--- config.mk ---
export PLATFORM = sky130hd
export DESIGN_NAME = ucsbece154a_uart_tx_mmio
export DESIGN_NICKNAME = d
export VERILOG_FILES = /design/src/rtl/ucsbece154a_uart_pkg.sv /design/src/rtl/ucsbece154a_sync_fifo.sv /design/src/rtl/ucsbece154a_uart_tx_mmio.sv
export SDC_FILE = /design/constraint.sdc
export NUM_CORES = 1
export LEC_CHECK = 0
export CAP_MARGIN = 5
export CORE_AREA = 5 5 112 61
export CTS_BUF_LIST = sky130_fd_sc_hd__clkbuf_4
export CTS_CLUSTER_DIAMETER = 150
export DETAILED_ROUTE_END_ITERATION = 8
export DIE_AREA = 0 0 117 66
export DONT_BUFFER_PORTS = 1
export PLACE_DENSITY = 0.78
export SLEW_MARGIN = 20
export SYNTH_ARGS = -nofsm -noshare
export SYNTH_HDL_FRONTEND = slang
export SYNTH_SLANG_ARGS = --single-unit
--- constraint.sdc ---
create_clock -name clk -period 2.9 [get_ports clk]
set_input_delay 0.58 -clock clk [delete_from_list [all_inputs] [get_ports clk]]
set_output_delay 0.58 -clock clk [all_outputs]
set_load 0.1 [all_outputs]
--- src/rtl/ucsbece154a_uart_pkg.sv ---
// rtl/ucsbece154a_uart_pkg.sv - shared constants for the MMIO UART transmitter
//
// Purpose: FSM state encoding, register offsets inside the 8-byte window and
// the STATUS register bit positions, shared by the transmitter top level.
package ucsbece154a_uart_pkg;

  // Transmit FSM states; encoding is fixed so STATUS/debug views stay stable.
  typedef enum logic [1:0] {
    IDLE  = 2'd0,
    START = 2'd1,
    DATA  = 2'd2,
    STOP  = 2'd3
  } uart_state_e;

  // Byte offsets of the two registers; only bit 2 distinguishes them.
  localparam logic [2:0] TXDATA_OFF = 3'd0;
  localparam logic [2:0] STATUS_OFF = 3'd4;

  // STATUS register fields.
  localparam int STAT_FULL    = 0;
  localparam int STAT_EMPTY   = 1;
  localparam int STAT_BUSY    = 2;
  localparam int STAT_OVF     = 3;
  localparam int STAT_CNT_LSB = 4;
  localparam int STAT_CNT_MSB = 7;

  // Frame length in bit periods: start + 8 data + stop.
  localparam int FRAME_BITS = 10;

endpackage

--- src/rtl/ucsbece154a_sync_fifo.sv ---
// rtl/ucsbece154a_sync_fifo.sv - single-clock FIFO with occupancy count
//
// Purpose: small byte buffer between the store port and the serialiser.
// Ports:
//   clk, reset        - clock, asynchronous active-high reset
//   push, wdata       - write request and data; ignored when full
//   pop               - read request; ignored when empty
//   rdata             - current head entry (valid when !empty)
//   full, empty       - occupancy flags reflecting state after the last edge
//   count             - number of stored entries, 0..DEPTH
module ucsbece154a_sync_fifo #(
  parameter int WIDTH = 8,
  parameter int DEPTH = 4
) (
  input  logic                       clk,
  input  logic                       reset,
  input  logic                       push,
  input  logic [WIDTH-1:0]           wdata,
  input  logic                       pop,
  output logic [WIDTH-1:0]           rdata,
  output logic                       full,
  output logic                       empty,
  output logic [$clog2(DEPTH):0]     count
);

  localparam int AW = $clog2(DEPTH);
  localparam int CW = AW + 1;

  logic [WIDTH-1:0] mem [DEPTH];
  logic [AW-1:0]    wr_ptr;
  logic [AW-1:0]    rd_ptr;
  logic [CW-1:0]    cnt;
  logic             push_ok;
  logic             pop_ok;

  // Acceptance is judged on the pre-edge flags only, so a push into a full
  // FIFO is refused even when a pop frees a slot on the same edge.
  assign push_ok = push & ~full;
  assign pop_ok  = pop & ~empty;

  assign full  = (cnt == CW'(DEPTH));
  assign empty = (cnt == '0);
  assign count = cnt;
  assign rdata = mem[rd_ptr];

  // Storage array carries no reset; occupancy is tracked by the pointers.
  always_ff @(posedge clk) begin
    if (push_ok) begin
      mem[wr_ptr] <= wdata;
    end
  end

  // Pointers are AW bits wide, so they wrap modulo DEPTH (a power of two).
  always_ff @(posedge clk or posedge reset) begin
    if (reset) begin
      wr_ptr <= '0;
      rd_ptr <= '0;
      cnt    <= '0;
    end else begin
      if (push_ok) begin
        wr_ptr <= wr_ptr + 1'b1;
      end
      if (pop_ok) begin
        rd_ptr <= rd_ptr + 1'b1;
      end
      case ({push_ok, pop_ok})
        2'b10:   cnt <= cnt + 1'b1;
        2'b01:   cnt <= cnt - 1'b1;
        default: cnt <= cnt;
      endcase
    end
  end

endmodule

--- src/rtl/ucsbece154a_uart_tx_mmio.sv ---
// rtl/ucsbece154a_uart_tx_mmio.sv - memory-mapped 8N1 UART transmitter
//
// Purpose: sits on the core's data-memory bus next to dmem. Stores to
// TXDATA queue a byte; the FSM shifts queued bytes out LSB first as 8N1
// frames. STATUS exposes FIFO/FSM state and a sticky overflow flag.
// Ports:
//   clk, reset  - clock, asynchronous active-high reset
//   a_i         - data-bus address (same value driven to dmem)
//   we_i, wd_i  - store enable and store data
//   sel_o       - address falls inside the 8-byte window (combinational)
//   rd_o        - read data for the window (combinational)
//   tx_o        - registered serial output, idles high
//   busy_o      - frame in progress or bytes still queued
module ucsbece154a_uart_tx_mmio
  import ucsbece154a_uart_pkg::*;
#(
  parameter int          CLKS_PER_BIT = 16,
  parameter int          FIFO_DEPTH   = 4,
  parameter logic [31:0] BASE_ADDR    = 32'hFFFF_0000
) (
  input  logic        clk,
  input  logic        reset,
  input  logic [31:0] a_i,
  input  logic        we_i,
  input  logic [31:0] wd_i,
  output logic        sel_o,
  output logic [31:0] rd_o,
  output logic        tx_o,
  output logic        busy_o
);

  localparam int                BW       = $clog2(CLKS_PER_BIT);
  localparam int                CW       = $clog2(FIFO_DEPTH) + 1;
  localparam logic [BW-1:0]     BAUD_MAX = BW'(CLKS_PER_BIT - 1);

  // ---------------------------------------------------------------------
  // Address decode and register access
  // ---------------------------------------------------------------------
  logic        is_status;
  logic        push_req;
  logic        ovf_clr;
  logic        overflow;
  logic [31:0] status;
  logic        unused_bits;

  assign sel_o     = (a_i[31:3] == BASE_ADDR[31:3]);
  assign is_status = (a_i[2] == STATUS_OFF[2]);
  assign push_req  = we_i & sel_o & ~is_status;
  assign ovf_clr   = we_i & sel_o & is_status & wd_i[STAT_OVF];

  // Byte lanes and the low address bits play no part in this window.
  assign unused_bits = ^{a_i[1:0], wd_i[31:8], TXDATA_OFF};

  // ---------------------------------------------------------------------
  // Byte FIFO
  // ---------------------------------------------------------------------
  logic          fifo_pop;
  logic [7:0]    fifo_head;
  logic          fifo_full;
  logic          fifo_empty;
  logic [CW-1:0] fifo_count;

  ucsbece154a_sync_fifo #(
    .WIDTH (8),
    .DEPTH (FIFO_DEPTH)
  ) u_fifo (
    .clk   (clk),
    .reset (reset),
    .push  (push_req),
    .wdata (wd_i[7:0]),
    .pop   (fifo_pop),
    .rdata (fifo_head),
    .full  (fifo_full),
    .empty (fifo_empty),
    .count (fifo_count)
  );

  // ---------------------------------------------------------------------
  // Sticky overflow: a refused push sets it; a set on the same edge as a
  // clear wins.
  // ---------------------------------------------------------------------
  always_ff @(posedge clk or posedge reset) begin
    if (reset) begin
      overflow <= 1'b0;
    end else if (push_req & fifo_full) begin
      overflow <= 1'b1;
    end else if (ovf_clr) begin
      overflow <= 1'b0;
    end
  end

  // ---------------------------------------------------------------------
  // Serialiser FSM
  // ---------------------------------------------------------------------
  uart_state_e   state;
  logic [BW-1:0] baud;
  logic [2:0]    bit_idx;
  logic [7:0]    shift;
  logic          tx_q;
  logic          baud_done;

  assign baud_done = (baud == '0);

  // The head is taken either from IDLE or at the very last STOP cycle, the
  // latter giving back-to-back frames with no idle gap.
  always_comb begin
    fifo_pop = 1'b0;
    if (!fifo_empty) begin
      if (state == IDLE) begin
        fifo_pop = 1'b1;
      end else if (state == STOP && baud_done) begin
        fifo_pop = 1'b1;
      end
    end
  end

  // tx_q is updated together with every state change, so the line value is
  // always a flop output and already correct on the first cycle of a state.
  always_ff @(posedge clk or posedge reset) begin
    if (reset) begin
      state   <= IDLE;
      baud    <= '0;
      bit_idx <= '0;
      shift   <= '0;
      tx_q    <= 1'b1;
    end else begin
      case (state)
        IDLE: begin
          if (fifo_pop) begin
            state <= START;
            baud  <= BAUD_MAX;
            shift <= fifo_head;
            tx_q  <= 1'b0;
          end
        end
        START: begin
          if (baud_done) begin
            state   <= DATA;
            baud    <= BAUD_MAX;
            bit_idx <= '0;
            tx_q    <= shift[0];
          end else begin
            baud <= baud - 1'b1;
          end
        end
        DATA: begin
          if (baud_done) begin
            baud    <= BAUD_MAX;
            shift   <= {1'b0, shift[7:1]};
            bit_idx <= bit_idx + 3'd1;
            if (bit_idx == 3'd7) begin
              state <= STOP;
              tx_q  <= 1'b1;
            end else begin
              // Next bit is the one about to land in shift[0].
              tx_q <= shift[1];
            end
          end else begin
            baud <= baud - 1'b1;
          end
        end
        STOP: begin
          if (baud_done) begin
            if (fifo_pop) begin
              state <= START;
              baud  <= BAUD_MAX;
              shift <= fifo_head;
              tx_q  <= 1'b0;
            end else begin
              state <= IDLE;
            end
          end else begin
            baud <= baud - 1'b1;
          end
        end
        default: begin
          state <= IDLE;
          tx_q  <= 1'b1;
        end
      endcase
    end
  end

  assign tx_o   = tx_q;
  assign busy_o = (state != IDLE) | ~fifo_empty;

  // ---------------------------------------------------------------------
  // STATUS assembly and read mux; TXDATA reads as zero.
  // ---------------------------------------------------------------------
  always_comb begin
    status                             = '0;
    status[STAT_FULL]                  = fifo_full;
    status[STAT_EMPTY]                 = fifo_empty;
    status[STAT_BUSY]                  = (state != IDLE);
    status[STAT_OVF]                   = overflow;
    status[STAT_CNT_MSB:STAT_CNT_LSB]  = 4'(fifo_count);
  end

  assign rd_o = (sel_o & is_status) ? status : 32'h0000_0000;

endmodule
**Word level (Yosys, flattened, before mapping)**

Memory sizes are Yosys's and may differ from the RTL's.
Index checks and enable logic that the tools add are counted.
W data, S select, Z words.

- Register bits after elaboration: 26
- Memory bits (writable): 32
- Input port bits: 67
- Output and inout port bits: 35
- Word-level logic and storage cells: 88
- Memories kept: 1

Memories:

| name | depth | width | rd ports | clocked after Yosys merged registers in | wr ports | line | text |
|---|---|---|---|---|---|---|---|
| u_fifo.mem | 4 | 8 | 1 | 0 | 1 | ucsbece154a_sync_fifo.sv:29 | `logic [WIDTH-1:0] mem [DEPTH];` |

- Add/subtract/negate cells: 6
- Equality and inequality tests: 13
- Muxes and demuxes: 33
- Bitwise operators: 12
- Reductions and logical operators: 14

Operators with widths:

| cell | number |
|---|---|
| $eq A29 B29 Y1 const B | 1 |
| $mux W8 | 3 |
| $pmux W8 S3 | 1 |
| $mux W1 | 13 |
| $mux W4 | 3 |
| $pmux W3 S2 | 2 |
| $pmux W4 S3 | 1 |
| $mux W2 | 5 |
| $reduce_and A3 Y1 | 3 |
| $and A1 B1 Y1 | 8 |
| $ne A2 B2 Y1 const B | 4 |
| $pmux W2 S4 | 1 |
| $reduce_bool A2 Y1 | 4 |
| $mux W7 | 1 |
| $add A3 B1 Y3 const B | 2 |
| $eq A2 B2 Y1 const B | 3 |
| $eq A3 B3 Y1 const B | 2 |
| $mux W3 | 2 |
| $reduce_and A5 Y1 | 1 |
| $add A2 B1 Y2 const B | 2 |
| $eq A2 B1 Y1 const B | 2 |
| $logic_not A4 Y1 | 1 |
| $pmux W1 S4 | 1 |
| $sub A4 B1 Y4 const B | 1 |
| other kinds (9) | 11 |

**Longest topological paths before layout**

Gate-level depths: netlist (run 1).

- Depth after elaboration: 8
- Mapped depth: 11
- Depth with buffers taken out: 10

**By module**

A second synthesis (run 1) with hierarchy kept.

- Cell total of the unflattened synthesis: 262
- Area, all modules: 3160.5 sq um

Modules (own cells, without submodules):

| module | instances | cells each | area an instance (sq um) | sequential area each (sq um) |
|---|---|---|---|---|
| ucsbece154a_sync_fifo | 1 | 80 | 1596.5 | 1136.1 |
| ucsbece154a_uart_tx_mmio | 1 | 182 | 1564.0 | 476.7 |

**Worst setup path after synthesis (run 1)**

No wires, ideal clock.

- Kind: input-to-output
- Start point: in a_i[23]
- End point: out rd_o[0]
- Data arrival time: 4.189 ns
- Required time: 2.320 ns
- Slack: -1.869 ns
- Stages: 4
- Path buffers: 1
- Path through: nand4_1 -> or4_1 -> buf_6 -> nor4_1

- Word-level cells in the longest chain between the ends: 3

Ends and longest elaborated chain:

| what | line | text |
|---|---|---|
| from (decl) | ucsbece154a_uart_tx_mmio.sv:23 | `input logic [31:0] a_i,` |
| $eq A29 B29 Y1 | ucsbece154a_uart_tx_mmio.sv:46 | `assign sel_o = (a_i[31:3] == BASE_ADDR[31:3]);` |
| $and A1 B1 Y1 | ucsbece154a_uart_tx_mmio.sv:199 | `assign rd_o = (sel_o & is_status) ? status : 32'h0000_0000;` |
| $mux W7 | ucsbece154a_uart_tx_mmio.sv:199 |  |
| to (decl) | ucsbece154a_uart_tx_mmio.sv:27 | `output logic [31:0] rd_o,` |

Every way passes these cells.

**Worst setup path in the final report (run 1)**

Same ends and word-level chain as after synthesis.

==> results of run 1 <==
==> worst max-delay path: stages <==
cell and delay [ns]:
nand4_1 0.07, or4_1 0.65, buf_4 0.24, nor4_4 0.28
buf_12 0.22
==> stage by stage <==
step                setup slack (ns)  hold WS, ns  TNS [ns]
floorplan                     -0.127        0.464    -0.494
global placement               0.295        0.479         0
detailed placement             0.265        0.489         0
CTS                            0.266        0.248         0
global route                   0.233        0.139         0
finish                         0.286        0.112         0
==> how the worst max path moves through the flow <==
stage	cells after the start	end	slack (ns)
4_1_cts	5	rd_o[6]	0.27
3_3_place_gp	5	rd_o[0]	0.29
6_report	5	rd_o[0]	0.29
5_1_grt	5	rd_o[6]	0.23
3_5_place_dp	10	u_fifo.count[2]	0.27
2_1_floorplan	3	rd_o[2]	-0.13
==> flip-flops by register name, indices dropped and copies added, names as in the netlist <==
name           cells
u_fifo.count       3
shift              8
overflow           1
baud               4
tx_o               1
u_fifo.rd_ptr      2
u_fifo.mem        32
bit_idx            3
u_fifo.wr_ptr      2
state              2
==> cell usage in the layout, fill, tap and decap left out, types with 3 or more instances in the layout <==
| cell type | instances |
|---|---|
| ha_1 | 14 |
| nand4_1 | 5 |
| mux2_2 | 16 |
| and2_2 | 4 |
| nor4_4 | 6 |
| nor2_1 | 5 |
| conb_1 | 25 |
| dfrtp_1 | 25 |
| clkbuf_4 | 9 |
| buf_12 | 8 |
| a32o_1 | 3 |
| buf_4 | 9 |
| mux4_2 | 8 |
| inv_1 | 13 |
| a21oi_1 | 7 |
| nand3_1 | 3 |
| xor2_1 | 3 |
| xnor2_1 | 3 |
| nor3_1 | 5 |
| and2_1 | 5 |
| nand2_1 | 6 |
| o21ai_0 | 10 |
| bufinv_16 | 3 |
| edfxtp_1 | 32 |
==> report_power, final <==
part,internal (mW),leakage [nW],total [mW],switching [mW]
logic,0.00464,0.738,0.156,0.152
clock network,0.428,0.0948,0.719,0.291
registers,0.870,0.587,0.870,0.00000000377
total,1.30,1.42,1.75,0.443
==> cell type report <==
type	instances	area [sq um]	area share
clock buffer	9	67.6	0.0191
clock inverter	7	108	0.0304
inverter	14	52.6	0.0148
multi-input combinational	156	1380	0.389
sequential	58	1610	0.455
tap	77	96.3	0.0272
timing repair buffer	17	228	0.0643
==> logic make-up after synthesis <==
kind of cell / Yosys count / share of synthesized area
xor gates and xnor gates: 6 / 0.0171
and+or+nand+nor: 54 / 0.111
AOI/OAI and AO/OA: 30 / 0.0665
adders and majority gates: 15 / 0.0636
other: 1 / 0.00122
DFF: 58 / 0.526
muxes: 26 / 0.126
buffers and inverters: 45 / 0.0889
==> per-layer routing <==
layer	GRT usage	vias up	part of all wire	routed length, microns
met5	0	-	0	0
met4	0.0601	0	0.011	66
met3	0.0567	6	0.10	617
met2	0.241	80	0.45	2690
met1	0.224	939	0.43	2580
li1	-	859	-	-
==> qor.csv, run 1 <==
stage;metric;value;unit
status;outcome;completed;
global_route;first-pass GRT wire length;9.25;mm
logic_synthesis;Post-synth top flop;edfxtp_1;
global_route;initial antenna violation count;0;
placement;PortBufs;0;
sta;fin crit share;0.901;
detailed_routing;vias per cell;5.57;
hold_path;Hold/Removal Path Class;in2async;
detailed_routing;Detailed Route Iter0 Violations;76;
critical_path;R2R setup slack;0.53;ns
sta;RSZ-0062 raised after global routing;no;
finish;share of layout cells above drive strength 1;0.291;
clocking;Clk Latency, worst-skew pair;0.39;ns
die;Chip Width;117;microns
critical_path;worst setup path class;in2out;
sta;Final Hold Fails;0;
finish;Area growth syn-to-layout;15.5;%
logic_synthesis;Mean Syn Cell Area;13.0;sq um
clocking;clk sinks;58;
power_and_ir_drop;P_leak;1.42;nW
critical_path;crit path launch;a_i[23];
placement;Cell Area, Placed;3370;sq um
sta;Worst-Margin Slew;0.605;ns
finish;nets@finish;338;
logic_synthesis;register area share after synthesis;0.526;
logic_synthesis;Post-Syn Area;3070;sq um
global_route;vias in the first global route;1804;
clocking;hold buffers post-CTS;0;
global_route;largest net degree at the start of global routing;27;
global_route;GR Overflow Total;0;
sta;Peak Freq;0.383;GHz
clocking;CTS resizes;0;
finish;final core occ;0.610;
placement;dpl cells;322;
placement;GPL Wtd Cong;0.892;
critical_path;RR Startpoint;state[0];
flow_run;max-cap check violation count;0;
placement;dpl hpwl;4.55;mm
detailed_routing;routed via count;1884;
clocking;Clock transition at path regs;0.10;ns
clocking;Root Buffer;clkbuf_4;
global_route;All-Layer GR Usage;0.164;
critical_path;worst r2r path cells;9;
die;CORE AREA;5810;sq um
finish;antenna cell count;0;
sta;final setup fails;0;
critical_path;worst path required time;2.32;ns
sta;fin. max-slew vios;0;
power_and_ir_drop;Worst IR Drop VDD;0.377;mV
critical_path;crit path capture type;primary output;
logic_synthesis;top post-synthesis cells by count;edfxtp_1 (32), buf_4 (25), dfrtp_1 (25);
clocking;Num CTS Buffers;9;
logic_synthesis;Ys Warns;0;
die;Starting Density;0.528;
clocking;post-CTS setup repair buffer count;0;
detailed_routing;number of remaining DRC errors;0;
logic_synthesis;cell with the most instances after synthesis;edfxtp_1;
detailed_routing;routed len/inst;17.6;microns
detailed_routing;first-pass detailed-route iteration total;4;
power_and_ir_drop;PD cells;493;nW/um^2
critical_path;Worst setup SP type;primary input;
die;Die H;66;microns
logic_synthesis;Yosys top cell area share;0.313;
logic_synthesis;synthesized flop and latch total;58;
logic_synthesis;Post-synth EDFFs;32;
logic_synthesis;leading area contributor after synthesis;edfxtp_1;
logic_synthesis;synthesized instance count;235;
clocking;CTS tree;built;
detailed_routing;ANT nets after route;0;
sta;Tmin final;2.61;ns
logic_synthesis;synth unique cells;47;
clocking;H-tree lvl count;3;
die;die area;7720;sq um
die;Placement Rows;20;
clocking;Clock Path Buffers;2;
finish;finished layout cell area;3540;sq um
critical_path;worst-path maximum fanout;6;
finish;Layout fillers;466;
logic_synthesis;fraction of registers with async set/reset;0.448;
sta;Post-Route Skew;0.00922;ns
die;I/O Pins;102;
power_and_ir_drop;Total Power;1.75;mW
detailed_routing;WL final;5.95;mm
logic_synthesis;dominant cells by area after synthesis;edfxtp_1 (31%), dfrtp_1 (20%), buf_4 (6.1%);
finish;final std cells w/o fill;338;
critical_path;critical path arrival;2.03;ns
critical_path;RR Endpoint;u_fifo.count[2];
sta;Rel. slew slack;0.596;
(Power assumes the default switching activity.)
==> inputs of run 2 (changes only) <==
--- a/config.mk
+++ b/config.mk
@@ -13,6 +13,7 @@
 export DIE_AREA = 0 0 117 66
 export DONT_BUFFER_PORTS = 1
 export PLACE_DENSITY = 0.78
+export SKIP_CTS_REPAIR_TIMING = 1
 export SLEW_MARGIN = 20
 export SYNTH_ARGS = -nofsm -noshare
 export SYNTH_HDL_FRONTEND = slang
==> results of run 2 <==
No change in the layout: final DEF, timing and power equal those of run 1.
